**config.mk**
```make
export PLATFORM = sky130hd
export DESIGN_NAME = pipe_cla_subtractor
export DESIGN_NICKNAME = d
export VERILOG_FILES = /design/src/rtl/pfx_pkg.sv /design/src/rtl/cla_group_pg.sv /design/src/rtl/pipe_cla_subtractor.sv
export SDC_FILE = /design/constraint.sdc
export NUM_CORES = 1
export LEC_CHECK = 0
export CAP_MARGIN = 20
export CELL_PAD_IN_SITES_DETAIL_PLACEMENT = 0
export CELL_PAD_IN_SITES_GLOBAL_PLACEMENT = 1
export CORE_MARGIN = 5
export CORE_UTILIZATION = 41
export CTS_BUF_LIST = sky130_fd_sc_hd__clkbuf_16
export DETAILED_ROUTE_END_ITERATION = 8
export PLACE_DENSITY_LB_ADDON = 0.1
export SLEW_MARGIN = 10
export SYNTH_ARGS = -nofsm -noshare
export SYNTH_HDL_FRONTEND = slang
export SYNTH_SLANG_ARGS = --single-unit
```
**constraint.sdc**
```tcl
create_clock -name clk -period 3.6 [get_ports clk]
set_input_delay 0.72 -clock clk [delete_from_list [all_inputs] [get_ports clk]]
set_output_delay 0.72 -clock clk [all_outputs]
set_load 0.03 [all_outputs]
```
**src/rtl/pfx_pkg.sv**
```systemverilog
// Shared definitions for the prefix/lookahead adder family: default widths,
// the per-bit / per-group generate-propagate pair, and a group-count helper.
package pfx_pkg;

  localparam int DEF_SIZE  = 16;
  localparam int DEF_GSIZE = 4;
  localparam int NGROUPS   = DEF_SIZE / DEF_GSIZE;

  // Generate/propagate pair for one bit or one lookahead group.
  typedef struct packed {
    logic g;
    logic p;
  } pg_t;

  // Number of lookahead groups for a given operand and group width.
  function automatic int num_groups(input int size, input int gsize);
    return size / gsize;
  endfunction

endpackage

```
**src/rtl/cla_group_pg.sv**
```systemverilog
// Combinational group generate/propagate for one lookahead block.
// For GSIZE=4 this is G = g3|p3g2|p3p2g1|p3p2p1g0 and P = p3p2p1p0.
module cla_group_pg
  import pfx_pkg::*;
#(
  parameter int GSIZE = DEF_GSIZE
) (
  input  logic [GSIZE-1:0] i_g,
  input  logic [GSIZE-1:0] i_p,
  output pg_t              o_pg
);

  logic w_g_acc;
  logic w_p_acc;

  // Fold bits from LSB to MSB: a higher generate wins, otherwise a lower one
  // survives only if it propagates through every bit above it.
  always_comb begin
    // NOTE: every combinational output gets a default before any branch or
    // loop so no path leaves it unassigned, which would infer a latch.
    w_g_acc = 1'b0;
    w_p_acc = 1'b1;
    for (int i = 0; i < GSIZE; i++) begin
      w_g_acc = i_g[i] | (i_p[i] & w_g_acc);
      w_p_acc = w_p_acc & i_p[i];
    end
  end

  assign o_pg.g = w_g_acc;
  assign o_pg.p = w_p_acc;

endmodule

```
**src/rtl/pipe_cla_subtractor.sv**
```systemverilog
// Two-stage pipelined carry-lookahead subtractor with valid/ready handshakes.
// diff = a - b - bin (mod 2^SIZE), computed as a + ~b + ~bin.
// Stage 1 registers bit and group generate/propagate; stage 2 resolves the
// group carries serially, expands them to bit carries and registers results.
module pipe_cla_subtractor
  import pfx_pkg::*;
#(
  parameter int SIZE  = DEF_SIZE,
  parameter int GSIZE = DEF_GSIZE
) (
  input  logic            clk,
  input  logic            rst_n,
  input  logic            in_valid,
  output logic            in_ready,
  input  logic [SIZE-1:0] a,
  input  logic [SIZE-1:0] b,
  input  logic            bin,
  output logic            out_valid,
  input  logic            out_ready,
  output logic [SIZE-1:0] diff,
  output logic            bout,
  output logic            ovf
);

  localparam int NG = num_groups(SIZE, GSIZE);

  // Operand width must split evenly into lookahead groups.
  if (SIZE % GSIZE != 0) begin : g_bad_size
    $error("pipe_cla_subtractor: SIZE must be a multiple of GSIZE");
  end

  // ---------------------------------------------------------------------------
  // Handshake: each stage advances when it is empty or the stage below moves.
  // ---------------------------------------------------------------------------
  logic w_adv1;
  logic w_adv2;
  logic w_in_fire;

  logic r_s1_valid;
  logic r_s2_valid;

  assign w_adv2    = ~r_s2_valid | out_ready;
  assign w_adv1    = ~r_s1_valid | w_adv2;
  assign in_ready  = w_adv1;
  assign w_in_fire = in_valid & w_adv1;

  // ---------------------------------------------------------------------------
  // Stage 1 combinational: bit g/p of a + ~b, then group G/P per block.
  // ---------------------------------------------------------------------------
  logic [SIZE-1:0] w_nb;
  logic [SIZE-1:0] w_g;
  logic [SIZE-1:0] w_p;
  pg_t  [NG-1:0]   w_grp_pg;

  assign w_nb = ~b;
  assign w_g  = a & w_nb;
  assign w_p  = a ^ w_nb;

  for (genvar k = 0; k < NG; k++) begin : g_grp
    cla_group_pg #(
      .GSIZE (GSIZE)
    ) u_grp (
      .i_g  (w_g[k*GSIZE +: GSIZE]),
      .i_p  (w_p[k*GSIZE +: GSIZE]),
      .o_pg (w_grp_pg[k])
    );
  end

  // Stage 1 registers.
  logic [SIZE-1:0] r_s1_g;
  logic [SIZE-1:0] r_s1_p;
  pg_t  [NG-1:0]   r_s1_grp_pg;
  logic            r_s1_c0;
  logic            r_s1_a_msb;
  logic            r_s1_b_msb;

  // Stage 1 valid: take a new operand on advance, otherwise drain to empty.
  always_ff @(posedge clk or negedge rst_n) begin
    if (!rst_n) begin
      // NOTE: state updates in clocked blocks use non-blocking assignment so
      // every register samples pre-edge values regardless of block order.
      r_s1_valid <= 1'b0;
    end else if (w_adv1) begin
      r_s1_valid <= in_valid;
    end
  end

  // Stage 1 data: loads only on an input transfer so idle or stalled inputs
  // never disturb the held operand.
  always_ff @(posedge clk or negedge rst_n) begin
    if (!rst_n) begin
      // NOTE: datapath registers are reset too; this keeps X off the outputs
      // even if out_ready toggles before the first operand arrives.
      r_s1_g      <= '0;
      r_s1_p      <= '0;
      r_s1_grp_pg <= '0;
      r_s1_c0     <= 1'b0;
      r_s1_a_msb  <= 1'b0;
      r_s1_b_msb  <= 1'b0;
    end else if (w_in_fire) begin
      r_s1_g      <= w_g;
      r_s1_p      <= w_p;
      r_s1_grp_pg <= w_grp_pg;
      r_s1_c0     <= ~bin;
      r_s1_a_msb  <= a[SIZE-1];
      r_s1_b_msb  <= b[SIZE-1];
    end
  end

  // ---------------------------------------------------------------------------
  // Stage 2 combinational: serial group carries, bit carries within groups.
  // ---------------------------------------------------------------------------
  logic [SIZE-1:0] w_bit_c;
  logic            w_carry_out;
  logic [SIZE-1:0] w_diff;
  logic            w_ovf;

  // Group carry C_k = G_k | P_k & C_{k-1}; each group expands its incoming
  // carry into per-bit carries from its own bit g/p.
  always_comb begin
    logic c_grp;
    logic c_bit;
    w_bit_c = '0;
    c_grp   = r_s1_c0;
    c_bit   = 1'b0;
    for (int k = 0; k < NG; k++) begin
      c_bit = c_grp;
      for (int j = 0; j < GSIZE; j++) begin
        w_bit_c[k*GSIZE + j] = c_bit;
        c_bit = r_s1_g[k*GSIZE + j] | (r_s1_p[k*GSIZE + j] & c_bit);
      end
      c_grp = r_s1_grp_pg[k].g | (r_s1_grp_pg[k].p & c_grp);
    end
    w_carry_out = c_grp;
  end

  assign w_diff = r_s1_p ^ w_bit_c;
  assign w_ovf  = (r_s1_a_msb ^ r_s1_b_msb) & (w_diff[SIZE-1] ^ r_s1_a_msb);

  // Stage 2 registers.
  logic [SIZE-1:0] r_diff;
  logic            r_bout;
  logic            r_ovf;

  // Stage 2 valid: follows stage 1 on advance, holds while stalled.
  always_ff @(posedge clk or negedge rst_n) begin
    if (!rst_n) begin
      r_s2_valid <= 1'b0;
    end else if (w_adv2) begin
      r_s2_valid <= r_s1_valid;
    end
  end

  // Stage 2 results: load only when stage 1 hands over valid data, so the
  // outputs stay bit-stable through back-pressure. A missing carry out of
  // a + ~b + ~bin means the subtraction borrowed.
  always_ff @(posedge clk or negedge rst_n) begin
    if (!rst_n) begin
      r_diff <= '0;
      r_bout <= 1'b0;
      r_ovf  <= 1'b0;
    end else if (w_adv2 && r_s1_valid) begin
      r_diff <= w_diff;
      r_bout <= ~w_carry_out;
      r_ovf  <= w_ovf;
    end
  end

  assign out_valid = r_s2_valid;
  assign diff      = r_diff;
  assign bout      = r_bout;
  assign ovf       = r_ovf;

endmodule
```
[Word-level counts from Yosys, hierarchy flattened]
Cells that the tools add are included.
Storage, ports and cells
  memories kept: 0
  output and inout port bits: 20
  bits in read-only memories: 0
  memory bits (writable): 0
  bits in latches: 0
  register bits: 62
  bits of input ports: 37
Operators by class
  $mul: 0
  muxes and demuxes: 0
  shift-type cells: 0
  add/subtract/negate cells: 0
  equality and inequality tests: 0
  divide/modulo/power cells: 0
  $lt $le $gt $ge: 0
  bitwise gates (word level): 82
  reductions and logical operators: 1
Operators with widths (number)
  $and 1x1->1: 42
  $xor 16x16->16: 2
  $or 1x1->1: 30
  $and 16x16->16: 1
  $not 16->16: 1
  $not 1->1: 4
  $xor 1x1->1: 2
  $logic_and 1x1->1: 1

[Logic depth before layout (Yosys ltp)]
Gate-level depths: netlist of the first run.
  word-level depth: 15
  gate-level depth with buffers: 12
  mapped depth without buffers: 12

[Modules after synthesis]
Synthesis of the first run repeated with hierarchy kept, for this count alone.
Unflattened totals
  cells, all modules: 234
  area, all modules: 3125.5 um^2
By module, submodules not included
  pipe_cla_subtractor: times used 1, seq. area each 1476.4 um^2, area each 2960.3 um^2, cells an instance 202
  cla_group_pg: times used 4, seq. area each 0.0 um^2, area each 41.3 um^2, cells an instance 8

[Worst setup path before layout of the first run]
Ideal clock, no wire load.
  kind: reg2reg
  start: reg r_s1_c0
  end: reg r_ovf (netlist: ovf)
  cell stages (with the launch flop): 13
  data required time: 3.474 ns
  data arrival time: 2.583 ns
  period minus slack after synthesis: 2.709 ns
  path slack: 0.891 ns
  cell sequence: dfrtp_1 -> a21o_1 -> a21o_1 -> a21o_1 -> ha_1 -> or2_2 -> ha_1 -> or2_2 -> ha_1 -> nor2_1 -> xnor2_1 -> nor4b_1 -> a221o_1
On the way
  word-level cells in the longest chain between the ends: 15
RTL lines
  start: declaration: line pipe_cla_subtractor.sv:73  | logic r_s1_c0;
  start signal: assignment: line pipe_cla_subtractor.sv:104  | r_s1_c0 <= ~bin;
  $and 1x1->1: line pipe_cla_subtractor.sv:132  | c_grp = r_s1_grp_pg[k].g | (r_s1_grp_pg[k].p & c_grp);
  $or 1x1->1: line pipe_cla_subtractor.sv:132
  $and 1x1->1: line pipe_cla_subtractor.sv:132
  $or 1x1->1: line pipe_cla_subtractor.sv:132
  $and 1x1->1: line pipe_cla_subtractor.sv:132
  $or 1x1->1: line pipe_cla_subtractor.sv:132
  $and 1x1->1: line pipe_cla_subtractor.sv:130  | c_bit = r_s1_g[k*GSIZE + j] | (r_s1_p[k*GSIZE + j] & c_bit);
  $or 1x1->1: line pipe_cla_subtractor.sv:130
  $and 1x1->1: line pipe_cla_subtractor.sv:130
  $or 1x1->1: line pipe_cla_subtractor.sv:130
  $and 1x1->1: line pipe_cla_subtractor.sv:130
  $or 1x1->1: line pipe_cla_subtractor.sv:130
  $xor 16x16->16: line pipe_cla_subtractor.sv:137  | assign w_diff = r_s1_p ^ w_bit_c;
  $xor 1x1->1: line pipe_cla_subtractor.sv:138  | assign w_ovf = (r_s1_a_msb ^ r_s1_b_msb) & (w_diff[SIZE-1] ^ r_s1_a_msb);
  $and 1x1->1: line pipe_cla_subtractor.sv:138
  end signal: assignment: line pipe_cla_subtractor.sv:165  | r_ovf <= w_ovf;
  end: declaration: line pipe_cla_subtractor.sv:143  | logic r_ovf;
Every way passes these cells.
A chain may end at the register's enable or synchronous reset.

[Worst setup path in the final report of the first run]
Same ends and word-level chain as after synthesis.

==> impl_metrics.env, run 1 <==
export IMPL_period_share_pct=80.2
export IMPL_cpMaxStageDelayCell="dfrtp_1"
export IMPL_setup_worst_path_end="ovf"
export IMPL_dr_max_layer_used="met4"
export IMPL_ys_types=28
export IMPL_ios=57
export IMPL_num_antenna_cells=0
export IMPL_hold_class="in2async"
export IMPL_regToRegSetupSlack_ns=0.71
export IMPL_grt_overflow=0
export IMPL_max_cap_violations=0
export IMPL_drt_first_iter_violations=45
export IMPL_ant_nets=0
export IMPL_max_freq_ghz=0.346
export IMPL_rows=30
export IMPL_cts_setup_buffers=0
export IMPL_synth_top_area_cell="dfrtp_1"
export IMPL_fin_util_pct=55.5
export IMPL_hold_viol_final=0
export IMPL_syn_inst=231
export IMPL_drv_slew=0
export IMPL_grt_pass1_vias=1937
export IMPL_outcome="complete, no violations"
export IMPL_antenna_found_initial=0
export IMPL_final_cells=392
export IMPL_worstSetupPathDepth=12
export IMPL_path_max_fanout=3
export IMPL_dpl_hpwl_um=3780
export IMPL_syn_area_per_cell_um2=12.4
export IMPL_die_area_um2=8780
export IMPL_placed_cell_area_um2=3500
export IMPL_relSlewSlack_pct=37.5
export IMPL_crit_family="compound AO/OA/AOI/OAI gates"
export IMPL_cp_start_kind="flip-flop"
export IMPL_drcViolationCount=0
export IMPL_route_met2_wl_um=2530
export IMPL_synth_most_common_cell="dfrtp_1"
export IMPL_r2r_cells=12
export IMPL_ctsResizeCount=0
export IMPL_die_x_um=93.7
export IMPL_finalPower_mw=2.46
export IMPL_synth_seq_cells=59
export IMPL_yosysWarnings=0
export IMPL_synth_area_um2=2870
export IMPL_ir_drop_v=0.000362
export IMPL_wl_um=5260
export IMPL_die_height_um=93.7
export IMPL_grt_pass1_wl_um=9200
export IMPL_rr_endpoint="ovf"
export IMPL_clock_tree_root_cell="clkbuf_16"
export IMPL_syn_to_final_growth_pct=31.2
export IMPL_drive_gt1_share_pct=23.0
export IMPL_cp_required_ns=3.80
export IMPL_synth_top_cell_area_share_pct=51.4
export IMPL_cp_buffers_inverters=0
export IMPL_nets=358
export IMPL_port_buffers=56
export IMPL_cts_tree="yes"
export IMPL_cp_arrival_ns=3.09
export IMPL_rr_startpoint="r_s1_c0"
export IMPL_clock_path_buffers=2
export IMPL_dr_pass1_iters=4
export IMPL_wire_per_inst_um=13.4
export IMPL_tritoncts_num_buffers=9
export IMPL_wl_met1_um=2360
export IMPL_fp_coreArea_um2=6790
export IMPL_setup_tns_ns=0
export IMPL_grt_max_degree=46
export IMPL_synth_top_cells_by_area="dfrtp_1, mux2_2, ha_1, nand2_1, o21ai_0"
export IMPL_syn_nets=296
export IMPL_routed_via_density=4.59
export IMPL_clkLatencyLatePin_ns=0.32
export IMPL_yosys_top_cells_count="dfrtp_1, mux2_2, ha_1"
export IMPL_h_tree_depth=3
export IMPL_final_area_um2=3770
export IMPL_placed_cells=378
export IMPL_cp_cell_sequence="a21o_1 > a21o_1 > a21o_1 > ha_1 > or2_2 > ha_1 > or2_2 > ha_1 > nor2_1 > xnor2_1 > nor4b_1 > a221o_1"
export IMPL_tightestPinTransition_ns=0.934
export IMPL_cp_end_kind="flip-flop"
export IMPL_track_usage_pct=13.6
export IMPL_place_gp_congestion=0.699
export IMPL_min_period_ns=2.89
export IMPL_cts_sinks=59
export IMPL_crit_path_max_incr_delay_ns=0.39
export IMPL_hold_buffers=0
export IMPL_critPathKind="reg2reg"
export IMPL_p_leak_nw=1.75
export IMPL_synthArstFlopShare_pct=100
export IMPL_start_util_pct=42.3
export IMPL_vias=1800
export IMPL_power_density_nw_per_um2=653
export IMPL_rsz0062_at_grt="false"
export IMPL_startpoint="r_s1_c0"
export IMPL_wl_met3_um=283
export IMPL_synth_edf_count=0
export IMPL_setup_viol=0
export IMPL_ys_seq_area_share_pct=51.4
export IMPL_path_clk_slew_ns=0.05
export IMPL_finClkSkew_ns=0.00577
export IMPL_synthFlopType="dfrtp_1"
-- registers in the layout, summed over array words and instances (netlist names) --
signal and cells:
diff 16, r_s1_p 16, r_s1_g 12, r_s1_grp_pg 8, bout 1, out_valid 1, ovf 1, r_s1_a_msb 1
r_s1_b_msb 1, r_s1_c0 1, r_s1_valid 1
-- worst reg2reg max path, stage by stage, from the launching register on --
cell     delay [ns]
dfrtp_1        0.39
a21o_1         0.21
a21o_1         0.22
a21o_1         0.19
ha_1           0.17
or2_2          0.29
ha_1           0.17
or2_2          0.29
ha_1           0.18
nor2_1         0.13
xnor2_1        0.17
nor4b_1        0.09
a221o_1        0.27
-- report_power, final --
group | internal (mW) | switching [mW] | leakage, nW | total (mW)
clock network | 0.517 | 0.266 | 0.134 | 0.783
logic | 0.382 | 0.387 | 0.903 | 0.769
registers | 0.827 | 0.0827 | 0.718 | 0.909
total | 1.73 | 0.736 | 1.75 | 2.46
-- area by class of cell --
type                    instances  area (µm²)
multi-input cells             149        1270
repair buffers                 58         571
fillers                       588        3020
clock inverters                 5        46.3
inverters                      16        60.1
flip-flops and latches         59        1480
clock buffers                   9         225
well taps                      96         120
-- cell families after synthesis --
kind of cell	count (synthesis)	synth area share, %
flops	59	51.4
simple gates	48	8.62
mux	42	16.5
fa+ha+maj	28	12.2
compound gates	27	5.75
buf+inv	23	4.36
xor+xnor	4	1.22
-- layout by cell type (no fill, tap or decap), types with 2 or more instances in the layout --
master and count:
xor2_1 3, nand2_1 18, dfrtp_1 59, ha_1 28
clkbuf_16 9, clkdlybuf4s50_1 55, a211oi_1 4, mux2_2 42
nor2_1 8, o21ai_0 13, nand2b_1 2, buf_4 2
nand4_1 4, or2_2 8, inv_1 16, clkinv_1 3
a21oi_1 4, a21o_1 3, nand2_2 2
-- through the flow --
step / setup slack, ns / hold slack (ns)
floorplan: 0.891 / 0.424
global placement: 0.765 / 0.457
detailed placement: 0.685 / 0.463
CTS: 0.680 / 0.435
global route: 0.549 / 0.481
finish: 0.712 / 0.421
-- how the worst min path moves through the flow --
stage / endpoint / slack [ns] / from / cells past startpoint
global route: out_valid / 0.48 / rst_n / 1
detailed placement: r_s1_grp_pg[7] / 0.46 / r_s1_grp_pg[7] / 2
CTS: r_s1_b_msb / 0.44 / rst_n / 1
floorplan: bout / 0.42 / rst_n / 0
global placement: r_s1_grp_pg[7] / 0.46 / r_s1_grp_pg[7] / 2
finish: r_s1_b_msb / 0.42 / rst_n / 1
-- per-layer routing --
metal,vias to the layer above,track usage (%)
met3,8,5.13
li1,919,-
met1,837,16.6
met5,-,0
met2,36,21.8
met4,0,5.42
Note: power is estimated with default switching activity, not from simulation.
==> inputs of run 2 (changes only) <==
- clock period: 3.6 -> 2.7 ns (I/O delays scaled with it)
==> impl_metrics.env, run 2 (same netlist as run 1, synthesis figures left out) <==
export IMPL_cp_cell_sequence="a21o_1 > a21o_1 > a21o_1 > ha_2 > or2_4 > ha_2 > or2_4 > ha_4 > nor2_4 > xnor2_2 > buf_4 > a221o_1"
export IMPL_hold_class="in2async"
export IMPL_syn_to_final_growth_pct=35.5
export IMPL_period_share_pct=97.3
export IMPL_combinationalPowerShare_pct=33.1
export IMPL_die_area_um2=8780
export IMPL_tritoncts_num_buffers=9
export IMPL_cts_tree="yes"
export IMPL_grt_overflow=0
export IMPL_start_util_pct=42.3
export IMPL_clock_path_buffers=2
export IMPL_antenna_found_initial=0
export IMPL_wl_um=5330
export IMPL_cp_buffers_inverters=1
export IMPL_hold_buffers=0
export IMPL_power_density_nw_per_um2=847
export IMPL_p_clk_share_pct=29.9
export IMPL_grt_max_degree=60
export IMPL_cp_required_ns=2.90
export IMPL_r2r_cells=12
export IMPL_max_cap_violations=0
export IMPL_grt_pass1_wl_um=9230
export IMPL_ios=57
export IMPL_cts_sinks=59
export IMPL_clock_tree_root_cell="clkbuf_16"
export IMPL_track_usage_pct=13.7
export IMPL_ant_nets=0
export IMPL_drt_first_iter_violations=39
export IMPL_final_common_cell="dfrtp_1"
export IMPL_rsz0062_at_grt="true"
export IMPL_fp_coreArea_um2=6790
export IMPL_area_sequential_um2=1480
export IMPL_cp_start_kind="flip-flop"
export IMPL_path_common_cell="a21o_1"
export IMPL_dpl_hpwl_um=3740
export IMPL_critPathKind="reg2reg"
export IMPL_tightestPinTransition_ns=0.576
export IMPL_p_leak_nw=1.80
export IMPL_port_buffers=56
export IMPL_power_switching_mw=1.03
export IMPL_relSlewSlack_pct=61.5
export IMPL_holdWs_ns=0.209
export IMPL_outcome="complete, no violations"
export IMPL_num_antenna_cells=0
export IMPL_cp_arrival_ns=2.82
export IMPL_cpMaxStageDelayCell="dfrtp_1"
export IMPL_routed_via_density=4.68
export IMPL_wire_per_inst_um=13.2
export IMPL_max_freq_ghz=0.381
export IMPL_die_height_um=93.7
export IMPL_regToRegSetupSlack_ns=0.07
export IMPL_p_int_mw=2.27
export IMPL_h_tree_depth=3
export IMPL_min_period_ns=2.63
export IMPL_crit_family="compound AO/OA/AOI/OAI gates"
export IMPL_clkLatencyLatePin_ns=0.32
export IMPL_path_clk_slew_ns=0.05
export IMPL_finalPower_mw=3.30
export IMPL_path_max_fanout=2
export IMPL_ir_drop_v=0.000530
export IMPL_setup_viol=0
export IMPL_num_fill_cells=601
export IMPL_final_cell_mix="dfrtp_1, clkdlybuf4s50_1, mux2_2"
export IMPL_hold_viol_final=0
export IMPL_drv_slew=0
export IMPL_worstSetupPathDepth=12
export IMPL_grt_pass1_vias=1953
export IMPL_cp_end_kind="flip-flop"
export IMPL_finClkSkew_ns=0.00626
export IMPL_vias=1880
export IMPL_sequentialPowerShare_pct=36.9
export IMPL_switching_share_pct=31.2
export IMPL_die_x_um=93.7
export IMPL_crit_path_max_incr_delay_ns=0.38
export IMPL_place_gp_congestion=0.696
export IMPL_dr_pass1_iters=4
export IMPL_drcViolationCount=0
export IMPL_rr_endpoint="ovf"
export IMPL_multi_input_area_um2=1320
export IMPL_nets=366
export IMPL_drive_gt1_share_pct=28.1
export IMPL_rr_startpoint="r_s1_c0"
export IMPL_rows=30
-- run 2: routing by layer --
metal | part of all wire (%) | global-route usage [%] | up-vias
met3 | 4.1 | 3.85 | 9
met2 | 49 | 21.3 | 39
met5 | 0 | 0 | -
met1 | 46 | 17.4 | 890
li1 | - | - | 942
met4 | 1.4 | 7.22 | 0
-- run 2: area by class of cell --
| type | count | share of cell area (%) |
|---|---|---|
| multi-input combinational | 149 | 33.9 |
| sequential | 59 | 37.9 |
| inverter | 16 | 1.54 |
| timing repair buffer | 66 | 16.8 |
| clock inverter | 7 | 0.932 |
| clock buffer | 9 | 5.78 |
| tap | 96 | 3.08 |
-- run 2: repair_timing --
action,in CTS,in global routing
gates resized for setup,7,6
pin swaps,4,9
gates cloned,0,0
setup endpoints to repair,1,2
buffers inserted,2,3
-- run 2: worst max path at each step --
stage	from	endpoint	slack, ns
after floorplan	r_s1_c0	ovf	0.006
after global placement	r_s1_c0	ovf	-0.06
after detailed placement	r_s1_c0	ovf	-0.13
after CTS	r_s1_grp_pg[0]	ovf	0.009
after global routing	r_s1_c0	ovf	-0.01
final	r_s1_c0	ovf	0.07
-- run 2: power groups by stage --
| stage | Clock (mW) | Combinational, mW | Sequential [mW] |
|---|---|---|---|
| floorplan | 0 | 0.380 | 1.46 |
| global placement | 0 | 1.05 | 1.22 |
| detailed placement | 0 | 1.06 | 1.23 |
| CTS | 1.02 | 1.10 | 1.22 |
| global route | 1.06 | 1.19 | 1.25 |
| finish | 0.986 | 1.09 | 1.22 |
-- run 2: through the flow --
step	util, %	area, µm²	setup TNS, ns	worst slack, ns	cells
3_3_place_gp	52.2	3550	-0.0628	-0.0628	381
2_1_floorplan	-	2870	0	0.00617	231
3_5_place_dp	52.2	3550	-0.126	-0.126	381
5_1_grt	57.3	3890	-0.0107	-0.0107	402
6_report	57.3	3890	0	0.0734	402
4_1_cts	56.8	3860	0	0.00907	399
-- run 2: worst reg2reg max path, stage by stage (launching register included) --
cell	delay [ns]
dfrtp_1	0.38
a21o_1	0.19
a21o_1	0.19
a21o_1	0.16
ha_2	0.16
or2_4	0.24
ha_2	0.16
or2_4	0.23
ha_4	0.16
nor2_4	0.09
xnor2_2	0.09
buf_4	0.14
a221o_1	0.32
